<file path="src/rtl/cmp_pkg.sv">
`default_nettype none
// ============================================================================
// cmp_pkg: state encoding and parameter helpers for chunked_magnitude_comparator
// Rev 1.0
// ============================================================================
package cmp_pkg;

  typedef enum logic [1:0] {
    IDLE = 2'd0,
    CMP  = 2'd1,
    DONE = 2'd2
  } state_t;

  function automatic int calc_nchunk(input int width, input int chunk);
    return width / chunk;
  endfunction

  // Index must be at least one bit wide even when there is a single chunk
  function automatic int calc_idxw(input int nchunk);
    return (nchunk <= 2) ? 1 : $clog2(nchunk);
  endfunction

  function automatic bit chunk_ok(input int width, input int chunk);
    return (chunk >= 1) && (chunk <= width) && ((width % chunk) == 0);
  endfunction

endpackage
`default_nettype wire

</file>
<file path="src/rtl/chunk_compare.sv">
`default_nettype none
// ============================================================================
// chunk_compare: combinational CHUNK-bit unsigned compare with optional MSB flip
// Rev 1.0
// ============================================================================
module chunk_compare #(
  parameter int CHUNK = 4
) (
  input  logic [CHUNK-1:0] a,
  input  logic [CHUNK-1:0] b,
  input  logic             flip_msb,
  output logic             gt,
  output logic             lt
);

  logic [CHUNK-1:0] a_adj;
  logic [CHUNK-1:0] b_adj;

  // Flipping the sign bit maps two's-complement order onto unsigned order
  always_comb begin
    a_adj            = a;
    b_adj            = b;
    a_adj[CHUNK-1]   = a[CHUNK-1] ^ flip_msb;
    b_adj[CHUNK-1]   = b[CHUNK-1] ^ flip_msb;
    gt               = (a_adj > b_adj);
    lt               = (a_adj < b_adj);
  end

endmodule
`default_nettype wire

</file>
<file path="src/rtl/chunked_magnitude_comparator.sv">
`default_nettype none
// ============================================================================
// chunked_magnitude_comparator: multi-cycle signed/unsigned compare, MSB chunk
// first. Define CMP_EARLY_EXIT_EN to finish on the first differing chunk.
// Rev 1.0
// ============================================================================
module chunked_magnitude_comparator #(
  parameter int WIDTH = 16,
  parameter int CHUNK = 4
) (
  input  logic             clk,
  input  logic             rst,
  input  logic             start,
  input  logic             signed_mode,
  input  logic [WIDTH-1:0] in_a,
  input  logic [WIDTH-1:0] in_b,
  output logic             busy,
  output logic             done,
  output logic             a_gt_b,
  output logic             a_lt_b,
  output logic             a_eq_b
);

  import cmp_pkg::*;

  localparam int NCHUNK = calc_nchunk(WIDTH, CHUNK);
  localparam int IDXW   = calc_idxw(NCHUNK);
  localparam logic [IDXW-1:0] LAST_IDX = IDXW'(NCHUNK - 1);

`ifdef CMP_EARLY_EXIT_EN
  localparam bit EARLY_EXIT = 1'b1;
`else
  localparam bit EARLY_EXIT = 1'b0;
`endif

  generate
    if (!chunk_ok(WIDTH, CHUNK)) begin : g_bad_cfg
      $error("chunked_magnitude_comparator: WIDTH must be a multiple of CHUNK");
    end
  endgenerate

  state_t           state, state_nxt;
  logic [WIDTH-1:0] a_q, b_q;
  logic             smode_q;
  logic [IDXW-1:0]  idx;
  logic             decided, gt_q, lt_q;
  logic [CHUNK-1:0] chunk_a, chunk_b;
  logic             c_gt, c_lt;
  logic             hit, last_chunk, leave, accept;
  logic             res_gt, res_lt;

  always_comb begin
    chunk_a = '0;
    chunk_b = '0;
    for (int k = 0; k < NCHUNK; k++) begin
      if (idx == IDXW'(k)) begin
        chunk_a = a_q[WIDTH-1-k*CHUNK -: CHUNK];
        chunk_b = b_q[WIDTH-1-k*CHUNK -: CHUNK];
      end
    end
  end

  chunk_compare #(.CHUNK(CHUNK)) u_chunk_compare (
    .a        (chunk_a),
    .b        (chunk_b),
    .flip_msb (smode_q && (idx == '0)),
    .gt       (c_gt),
    .lt       (c_lt)
  );

  // Once decided, later chunks cannot alter the recorded outcome
  always_comb begin
    hit        = (c_gt | c_lt) && !decided;
    last_chunk = (idx == LAST_IDX);
    leave      = last_chunk || (EARLY_EXIT && hit);
    res_gt     = decided ? gt_q : c_gt;
    res_lt     = decided ? lt_q : c_lt;
    accept     = start && ((state == IDLE) || (state == DONE));
  end

  always_ff @(posedge clk or posedge rst) begin
    if (rst) state <= IDLE;
    else     state <= state_nxt;
  end

  always_comb begin
    state_nxt = state;
    case (state)
      IDLE:    if (start) state_nxt = CMP;
      CMP:     if (leave) state_nxt = DONE;
      DONE:    state_nxt = start ? CMP : IDLE;
      default: state_nxt = IDLE;
    endcase
  end

  always_ff @(posedge clk or posedge rst) begin
    if (rst) begin
      a_q     <= '0;
      b_q     <= '0;
      smode_q <= 1'b0;
      idx     <= '0;
      decided <= 1'b0;
      gt_q    <= 1'b0;
      lt_q    <= 1'b0;
      a_gt_b  <= 1'b0;
      a_lt_b  <= 1'b0;
      a_eq_b  <= 1'b0;
    end else if (accept) begin
      a_q     <= in_a;
      b_q     <= in_b;
      smode_q <= signed_mode;
      idx     <= '0;
      decided <= 1'b0;
      gt_q    <= 1'b0;
      lt_q    <= 1'b0;
    end else if (state == CMP) begin
      if (hit) begin
        decided <= 1'b1;
        gt_q    <= c_gt;
        lt_q    <= c_lt;
      end
      if (!last_chunk) idx <= idx + 1'b1;
      if (leave) begin
        a_gt_b <= res_gt;
        a_lt_b <= res_lt;
        a_eq_b <= ~(res_gt | res_lt);
      end
    end
  end

  assign busy = (state == CMP);
  assign done = (state == DONE);

endmodule
`default_nettype wire

</file>
<file path="config.mk">
export PLATFORM = sky130hd
export DESIGN_NAME = chunked_magnitude_comparator
export DESIGN_NICKNAME = d
export VERILOG_FILES = /design/src/rtl/cmp_pkg.sv /design/src/rtl/chunk_compare.sv /design/src/rtl/chunked_magnitude_comparator.sv
export SDC_FILE = /design/constraint.sdc
export NUM_CORES = 1
export LEC_CHECK = 0
export CORE_ASPECT_RATIO = 0.7
export CORE_UTILIZATION = 46
export DETAILED_ROUTE_END_ITERATION = 10
export PLACE_DENSITY = 0.75
export SYNTH_ARGS = -nofsm -noshare
export SYNTH_HDL_FRONTEND = slang
export SYNTH_SLANG_ARGS = --single-unit
</file>
<file path="constraint.sdc">
create_clock -name clk -period 2.1 [get_ports clk]
set_input_delay 0.21 -clock clk [delete_from_list [all_inputs] [get_ports clk]]
set_output_delay 0.21 -clock clk [all_outputs]
set_load 0.005 [all_outputs]
</file>
* Word level (Yosys, flattened, before mapping)
Index checks and enable logic that the tools add are counted.
Word-level totals: bits in registers 43, output and inout bits 5, bits of input ports 36, logic and storage cells 67
Operators by class: order comparisons 2, add/sub/neg operators 1, eq/ne operators 8, bitwise logic cells 6, reductions and logical operators 13, muxes and demuxes 26
Operator list (number):
- $mux W4 | 8
- $mux W1 | 12
- $mux W2 | 5
- $eq A2 B2 Y1 const B | 3
- $pmux W2 S3 | 1
- $reduce_and A2 Y1 | 3
- $eq A2 B1 Y1 const B | 2
- $gt A4 B4 Y1 | 1
- $logic_not A2 Y1 | 2
- $lt A4 B4 Y1 | 1
- $ne A2 B1 Y1 const B | 2
- $reduce_bool A2 Y1 | 2
- $logic_and A1 B1 Y1 | 3
- $reduce_and A3 Y1 | 1
- $add A2 B1 Y2 const B | 1
- $ne A2 B2 Y1 const B | 1
- $not A1 Y1 | 2
- $or A1 B1 Y1 | 2
- $xor A1 B1 Y1 | 2
- $logic_not A1 Y1 | 1
- $logic_or A1 B1 Y1 | 1

* Longest topological paths before layout
Gate-level depths: netlist of the first run.
depth after elaboration 12, depth in mapped cells 12, mapped depth without buffers 11

* Hierarchy
A second synthesis of the first run with hierarchy kept.
Second synthesis, totals: cell total of the unflattened synthesis 245, area, all modules 2138.3 sq um
By module, submodules not included:
- chunked_magnitude_comparator | seq. area each 1076.0 sq um, times used 1, area each 2010.7 sq um, cells an instance 229
- chunk_compare | seq. area each 0.0 sq um, times used 1, area each 127.6 sq um, cells an instance 16

* Worst setup path before layout of the first run
OpenSTA, ideal clock, no wires.
path type flip-flop to flip-flop, start reg idx[0], end reg gt_q, clock period less this slack 2.332 ns, buffers on the path 0, data required time 1.969 ns, library setup time 0.131 ns, stages on the path, launching flop included 11, slack -0.232 ns, data arrival time 2.201 ns, path through dfrtp_1 inv_1 ha_1 nor2b_4 a22o_1 o31ai_2 xnor2_1 ha_1 a211o_1 nor2b_1 a22oi_1
On the way: cells in the longest elaborated chain, start to end 11, elaborated cells on any way between the ends 24, those cells by class order compare: 2; eq/ne: 3; mux: 11; bitwise: 3; reduce/logical: 5
RTL lines:
- start, declared | RTL line chunked_magnitude_comparator.sv:45 | logic [IDXW-1:0] idx;
- start signal, assigned | RTL line chunked_magnitude_comparator.sv:122 | if (!last_chunk) idx <= idx + 1'b1;
- $logic_not A2 Y1 | RTL line chunked_magnitude_comparator.sv:56, chunked_magnitude_comparator.sv:66
- $mux W4 (4 in a row) | RTL line chunked_magnitude_comparator.sv:56 | if (idx == IDXW'(k)) begin
- $xor A1 B1 Y1, on equally long branches | RTL line chunk_compare.sv:23, chunk_compare.sv:24
- $gt A4 B4 Y1 or $lt A4 B4 Y1 (tied branches) | RTL line chunk_compare.sv:25, chunk_compare.sv:26
- $or A1 B1 Y1 | RTL line chunked_magnitude_comparator.sv:73 | hit = (c_gt | c_lt) && !decided;
- $logic_and A1 B1 Y1 | RTL line chunked_magnitude_comparator.sv:73
- $reduce_bool A2 Y1 (no line)
- $reduce_and A2 Y1 (no line)
- end signal, assigned | RTL line chunked_magnitude_comparator.sv:119 | gt_q <= c_gt;
- end, declared | RTL line chunked_magnitude_comparator.sv:46 | logic decided, gt_q, lt_q;
Parallel ways exist; a longest one is shown, timed or not. The select of a mux whose other input is x is not followed. A chain may end at the register's enable or synchronous reset.

* Worst setup path after layout of the first run
start reg idx[1], end reg a_eq_b
On the way: cells in the longest elaborated chain, start to end 10, elaborated cells on any way between the ends 22, those cells by class order compare: 2; eq/ne: 3; mux: 10; bitwise: 4; reduce/logical: 3
RTL lines:
- $logic_not A2 Y1 | RTL line chunked_magnitude_comparator.sv:56, chunked_magnitude_comparator.sv:66
- $mux W4 (4 in a row) | RTL line chunked_magnitude_comparator.sv:56
- $xor A1 B1 Y1, on equally long branches | RTL line chunk_compare.sv:23, chunk_compare.sv:24
- $gt A4 B4 Y1 or $lt A4 B4 Y1 (tied branches) | RTL line chunk_compare.sv:25, chunk_compare.sv:26
- $mux W1, on equally long branches | RTL line chunked_magnitude_comparator.sv:76, chunked_magnitude_comparator.sv:77
- $or A1 B1 Y1 | RTL line chunked_magnitude_comparator.sv:126 | a_eq_b <= ~(res_gt | res_lt);
- $not A1 Y1 | RTL line chunked_magnitude_comparator.sv:126
- end signal, assigned | RTL line chunked_magnitude_comparator.sv:126
- end, declared | RTL line chunked_magnitude_comparator.sv:21 | output logic a_eq_b
Parallel ways exist; a longest one is shown, timed or not.

==> summary.md, run 1 <==
## Die
• 83.0 µm — die span in x
• 4380 µm² — Floorplan Core Area
• 0.483 — initial cell density of the core
• 41 — Top Ports
• 4880 µm² — full die area
• 58.7 µm — die height
• 20 — count of standard-cell rows

## Min path
• in2async — Tightest Hold Check Type

## Synth
• 0 — number of flops mapped to enable cells by yosys
• simple AND/OR/NAND/NOR gates — main combinational cell family by area after synthesis
• 8.49 µm² — average cell area after synthesis
• 2110 µm² — post-synthesis instance area
• 293 — syn_nets
• sky130_fd_sc_hd__dfrtp_1 — top cell type by total area after synthesis
• 0.282 — simple-gate share of the synthesized area
• 0.509 — sequential fraction of the synthesis area
• 249 — cell count after synthesis
• 1.00 — async set-reset flop share out of synthesis
• 43 — flip-flop and latch count after synthesis
• 0.0124 — xor/xnor share of the synthesized area
• 0.509 — area fraction of the dominant cell type after synthesis
• 33 — Unique masters post-synth
• 0 — count of synthesis-stage warnings from yosys
• 0 — share of synthesized area spent on multiplexers
• sky130_fd_sc_hd__dfrtp_1 (51%), sky130_fd_sc_hd__nand2_1 (21%), sky130_fd_sc_hd__ha_1 (4.7%), sky130_fd_sc_hd__o21ai_0 (2.8%), sky130_fd_sc_hd__buf_2 (2.6%) — synth top area cells
• 0.111 — synthesized-area fraction occupied by ao, oa, aoi and oai cells
• sky130_fd_sc_hd__dfrtp_1 — Main synth FF type
• 0.0473 — Post-Synth Adder-Cell Area

## STA
• 0.00636 ns — Layout Skew
• 0.418 GHz — fmax
• -0.292 ns — Worst Slack Setup Final
• 0 — max-slew violation count
• 0.533 ns — Worst Max-Slew Pin Slew
• 6 — Final setup violation count
• 1.14 — portion of the clock cycle consumed by the worst path in the final layout
• 0.645 — Relative slew margins
• 0.329 ns — Worst Hold Slack
• yes — RSZ-0062 raised after global routing
• 0 — final count of hold timing violations
• 2.39 ns — time the final worst path needs with I/O delays and setup

## Worst setup path
• 2.58 ns — Crit path arrival time
• register — crit end category
• idx[1] — FF-to-FF Start
• 2.29 ns — Req. time, crit path
• 7 — worst-path maximum fanout
• idx[1] — first element of the critical path
• register — CP Launch Type
• reg2reg — start-to-end type of the worst setup path

## Run
• 0 — maxcap violations

## Clocking
• yes — clock tree from TritonCTS
• 0.30 ns — Worst-Skew Late Latency
• 2 — H-tree depth
• 0 — number of buffers added to fix hold violations after cts
• sky130_fd_sc_hd__clkbuf_8 — library cell used as clock root buffer
• 5 — total CTS buffers
• 43 — CTS sink count
• 0.08 ns — CTS clk-pin slew, worst paths
• 2 — maximum root-to-sink buffer count

## GRT
• 8.17 mm — wire length of the first global-routing pass
• 1779 — vias in the first global route
• 44 — maximum number of pins on one net before global-route repair
• 0.215 — all-layer global routing usage
• 0 — initial antenna violation count
• 0 — GRT Residual Overflow

## Cells and area
• 0.156 — fraction of layout instances using a drive strength above 1
• 0 — number of inserted diodes
• 362 — fin cells
• 36.1% — Syn-to-layout area delta
• 350 — Nets

## Routing
• 86 — number of DRC markers in iteration 0
• 12.6 µm — routed wire length per instance
• 1794 — Via Count
• 4.96 — post-detailed-route via-to-cell ratio
• 0 — Post-route DRC
• 0 — Detail Route Antenna Nets
• 4 — first-pass detailed-route iteration total
• 4.56 mm — Final Routed Wirelength

## Power
• 1.40 nW — Leak Pwr
• 0.846 mV — largest voltage drop on the vdd net
• 1640 nW/µm² — Power Density
• 4.71 mW — total power of the final layout

## Placement
• 0.861 — Final GP Congestion
• 40 — number of I/O port buffers
• 348 — Placed Cells
• 3.23 mm — DP HPWL

## Run status
• negative setup slack — violations in the final reports
• complete, but fails checks — status

kinds of logic after synthesis:
family,Yosys count
xor+xnor,3
flops,43
buf+inv,18
simple gates,141
fa+ha+maj,8
compound gates,36
cell type report:
class                      count  area (µm²)
clock buffer                   7        96.3
clock inverter                 1        7.51
fill                         353        1500
inverter                       6        25.0
multi-input combinational    188        1040
sequential                    43        1080
tap                           55        68.8
timing repair buffer          62         566
registers in the layout (all words and copies together), names as in the netlist:
signal   cells
decided      1
a_q         16
a_eq_b       1
lt_q         1
idx          2
smode_q      1
state        2
b_q         16
gt_q         1
a_lt_b       1
a_gt_b       1
routing by layer:
layer | track usage | vias to the layer above | routed length, µm
met1 | 0.300 | 824 | 2260
li1 | - | 922 | -
met4 | 0.0567 | 0 | 27
met5 | 0 | - | 0
met3 | 0.0519 | 5 | 224
met2 | 0.343 | 43 | 2050
synthesized netlist by cell type, types with 3 or more instances:
cell type and number:
sky130_fd_sc_hd__a221oi_1 3, sky130_fd_sc_hd__nand2_1 118, sky130_fd_sc_hd__o21ai_0 12, sky130_fd_sc_hd__nor2_1 3, sky130_fd_sc_hd__nor2b_1 7, sky130_fd_sc_hd__inv_1 5, sky130_fd_sc_hd__a21oi_1 9, sky130_fd_sc_hd__dfrtp_1 43
sky130_fd_sc_hd__ha_1 8, sky130_fd_sc_hd__buf_2 11
worst paths after layout:
| check | end | cells past startpoint | slack (ns) |
|---|---|---|---|
| max in group asynchronous | idx[0] | 3 | 1.38 |
| hold reg to reg | a_q[5] | 2 | 0.48 |
| setup reg to reg | a_eq_b | 11 | -0.29 |
| setup / recovery | a_eq_b | 11 | -0.29 |
| min in group clk | b_q[9] | 3 | 0.43 |
| hold / removal | b_q[3] | 3 | 0.33 |
stage by stage:
step | worst slack, ns | instance area [µm²] | TNS (ns) | utilization
6_report | -0.292 | 2880 | -1.46 | 0.657
2_1_floorplan | -0.115 | 2150 | -0.429 | -
5_1_grt | -0.428 | 2880 | -2.27 | 0.657
3_5_place_dp | -0.295 | 2670 | -1.36 | 0.611
3_3_place_gp | -0.203 | 2670 | -0.846 | 0.611
4_1_cts | -0.231 | 2840 | -1.10 | 0.648
what timing repair did:
| action | 4_1_cts | 5_1_grt |
|---|---|---|
| endpoints found under the hold margin | 0 | 0 |
| gates resized for setup | 8 | 7 |
| endpoints found under the setup margin | 6 | 6 |
| pin swaps | 6 | 6 |
| buffers inserted | 4 | 2 |
power breakdown:
part	internal (mW)	switching, mW	total [mW]	leakage, nW
clock	0.299	0.278	0.577	0.0505
combinational	1.35	1.28	2.63	0.818
sequential	1.22	0.279	1.50	0.531
critical path: stages, from the launching register on:
cell                      delay (ns)
sky130_fd_sc_hd__dfrtp_1        0.41
sky130_fd_sc_hd__inv_2          0.11
sky130_fd_sc_hd__ha_4           0.20
sky130_fd_sc_hd__nor2b_4        0.06
sky130_fd_sc_hd__a22o_1         0.21
sky130_fd_sc_hd__o31ai_2        0.22
sky130_fd_sc_hd__xnor2_1        0.15
sky130_fd_sc_hd__ha_1           0.29
sky130_fd_sc_hd__a211o_1        0.31
sky130_fd_sc_hd__nand2_1        0.10
sky130_fd_sc_hd__nand3_2        0.09
sky130_fd_sc_hd__o211a_1        0.13
cell usage in the layout (no fill, tap or decap), drive strengths merged, types with 2 or more instances in the layout:
| cell | synthesis | routed |
|---|---|---|
| clkbuf | 1 | 7 |
| dfrtp | 43 | 43 |
| nor2 | 3 | 3 |
| a22oi | 2 | 2 |
| inv | 6 | 6 |
| nor3 | 2 | 2 |
| nand3b | 2 | 2 |
| xnor2 | 2 | 2 |
| and2b | 2 | 2 |
| nor2b | 8 | 8 |
| o31ai | 2 | 2 |
| o211ai | 2 | 2 |
| nand2 | 118 | 118 |
| clkdlybuf4s50 | 0 | 40 |
| nand2b | 3 | 3 |
| buf | 11 | 22 |
| ha | 8 | 8 |
| a221oi | 3 | 3 |
| o21ai | 12 | 12 |
| a21oi | 9 | 9 |
Power figures use the tool's default switching activity.
==> run 2, diff against run 1 <==
- SETUP_SLACK_MARGIN: unset -> 0.05
==> run 2 against run 1 <==
Against the previous run: the flow still finishes with violations (negative setup slack); non-clock buffer count is 3 higher; clock skew is 0.0032 ns lower; global-route usage is 1.2 points higher; sequential power hardly changed.
==> summary.md, run 2 (synthesis results as in run 1) <==
## Die
• 0.483 — initial cell density of the core
• 83.0 µm — die span in x
• 41 — Top Ports
• 58.7 µm — die height
• 4880 µm² — full die area
• 20 — count of standard-cell rows
• 4380 µm² — Floorplan Core Area

## Cells and area
• 2960 µm² — Non-Filler Cell Area, Final
• 39.9% — Syn-to-layout area delta
• 0.168 — fraction of layout instances using a drive strength above 1
• 1070 µm² — total area of multi-input combinational cells
• 363 — number of fillers in the final layout
• 0 — number of inserted diodes
• sky130_fd_sc_hd__nand2_1 (118), sky130_fd_sc_hd__dfrtp_1 (42), sky130_fd_sc_hd__clkdlybuf4s50_1 (40) — commonest cells after routing, fill and taps aside
• sky130_fd_sc_hd__nand2_1 — most common library cell in the layout ignoring fill and taps
• a_q: 16 flops, b_q: 16 flops — registers with the highest flip-flop counts
• 353 — Nets
• 1080 µm² — total area of sequential cells

## Placement
• 2710 µm² — cell area after placement
• 3.40 mm — DP HPWL
• 0.872 — Final GP Congestion
• 40 — number of I/O port buffers

## STA
• yes — RSZ-0062 raised after global routing
• 2.47 ns — time the final worst path needs with I/O delays and setup
• -0.372 ns — Worst Slack Setup Final
• 0.683 ns — Worst Max-Slew Pin Slew
• 0 — final count of hold timing violations
• 0.405 GHz — fmax
• 0.00321 ns — Layout Skew
• 0.544 — Relative slew margins
• 0 — max-slew violation count
• 6 — Final setup violation count
• 1.18 — portion of the clock cycle consumed by the worst path in the final layout

## Run
• 0 — maxcap violations

## Worst setup path
• 2.29 ns — Req. time, crit path
• a_eq_b — worst reg2reg path endpoint
• 1 — number of buffers and inverters on the critical path
• 0.40 ns — slowest cell delay on critical path
• buf_4 > ha_4 > nor2b_1 > o21ai_0 > nand2_1 > xor2_1 > ha_1 > a211o_1 > nand2_1 > nand3_2 > o211a_1 — Cell Chain, Critical Path
• 11 — cell count along the critical path
• 11 — length in cells of the worst reg-to-reg path
• reg2reg — start-to-end type of the worst setup path
• 11 — worst-path maximum fanout
• idx[1] — FF-to-FF Start
• idx[1] — first element of the critical path
• -0.37 ns — slack of the worst reg-to-reg path
• register — crit end category
• a_eq_b — CP endpoint
• register — CP Launch Type
• sky130_fd_sc_hd__nand2_1 — Crit path top cell by count
• 2.66 ns — Crit path arrival time
• sky130_fd_sc_hd__dfrtp_1 — CP max-delay cell
• compound AO/OA/AOI/OAI gates — kind of cell adding the most delay to the critical path

## GRT
• 37 — maximum number of pins on one net before global-route repair
• 0 — GRT Residual Overflow
• 0 — initial antenna violation count
• 1873 — vias in the first global route
• 0.227 — all-layer global routing usage
• 8.65 mm — wire length of the first global-routing pass

## Clocking
• 43 — CTS sink count
• yes — clock tree from TritonCTS
• 5 — total CTS buffers
• 0.08 ns — CTS clk-pin slew, worst paths
• sky130_fd_sc_hd__clkbuf_8 — library cell used as clock root buffer
• 2 — maximum root-to-sink buffer count
• 2 — H-tree depth
• 0.30 ns — Worst-Skew Late Latency

## Routing
• 5.10 mm — Final Routed Wirelength
• 1874 — Via Count
• 4 — first-pass detailed-route iteration total
• 0 — Detail Route Antenna Nets
• 0 — Post-route DRC
• 14.0 µm — routed wire length per instance
• 129 — number of DRC markers in iteration 0
• 5.13 — post-detailed-route via-to-cell ratio

## Power
• 1610 nW/µm² — Power Density
• 0.893 mV — largest voltage drop on the vdd net
• 1.44 nW — Leak Pwr
• 4.76 mW — total power of the final layout

## Run status
• complete, but fails checks — status
• negative setup slack — violations in the final reports

## Min path
• in2async — Tightest Hold Check Type

[run 2: per-layer routing]
| layer | vias up | GRT usage | routed length [µm] |
|---|---|---|---|
| met5 | - | 0 | 0 |
| met4 | 0 | 0.0714 | 55 |
| met3 | 7 | 0.0533 | 260 |
| met2 | 60 | 0.361 | 2360 |
| met1 | 882 | 0.314 | 2430 |
| li1 | 925 | - | - |
[run 2: stage by stage]
step	util	hold WS [ns]	worst slack, ns	setup TNS [ns]	std cells
6_report	0.676	0.312	-0.372	-1.89	365
5_1_grt	0.676	0.381	-0.494	-2.60	365
4_1_cts	0.655	0.334	-0.271	-1.24	363
3_5_place_dp	0.619	0.463	-0.287	-1.38	351
3_3_place_gp	0.619	0.460	-0.225	-1.02	351
2_1_floorplan	-	0.315	-0.115	-0.430	249
[run 2: worst min path at each step]
stage	slack [ns]	startpoint	cells after the start	to
3_3_place_gp	0.46	a_q[2]	2	a_q[2]
3_5_place_dp	0.46	a_q[12]	2	a_q[12]
5_1_grt	0.38	rst	2	b_q[5]
6_report	0.31	rst	2	b_q[15]
4_1_cts	0.33	rst	2	b_q[15]
2_1_floorplan	0.32	in_a[0]	2	a_q[0]
[run 2: final cells by class]
class,instances,area share
flip-flops and latches,43,0.364
multi-input cells,188,0.360
repair buffers,65,0.204
clock buffers,6,0.0279
well taps,55,0.0233
clock inverters,2,0.0118
inverters,6,0.00846
[run 2: power by group]
part	internal, mW	total (mW)	switching [mW]
combinational	1.25	2.57	1.33
sequential	1.22	1.52	0.295
clock	0.385	0.662	0.277
[run 2: timing repair]
item / in CTS / in global routing
pin swaps: 2 / 7
cloned: 0 / 0
hold buffers: 0 / 0
setup buffers: 4 / 2
resized for setup: 9 / 15
setup endpoints to repair: 6 / 6
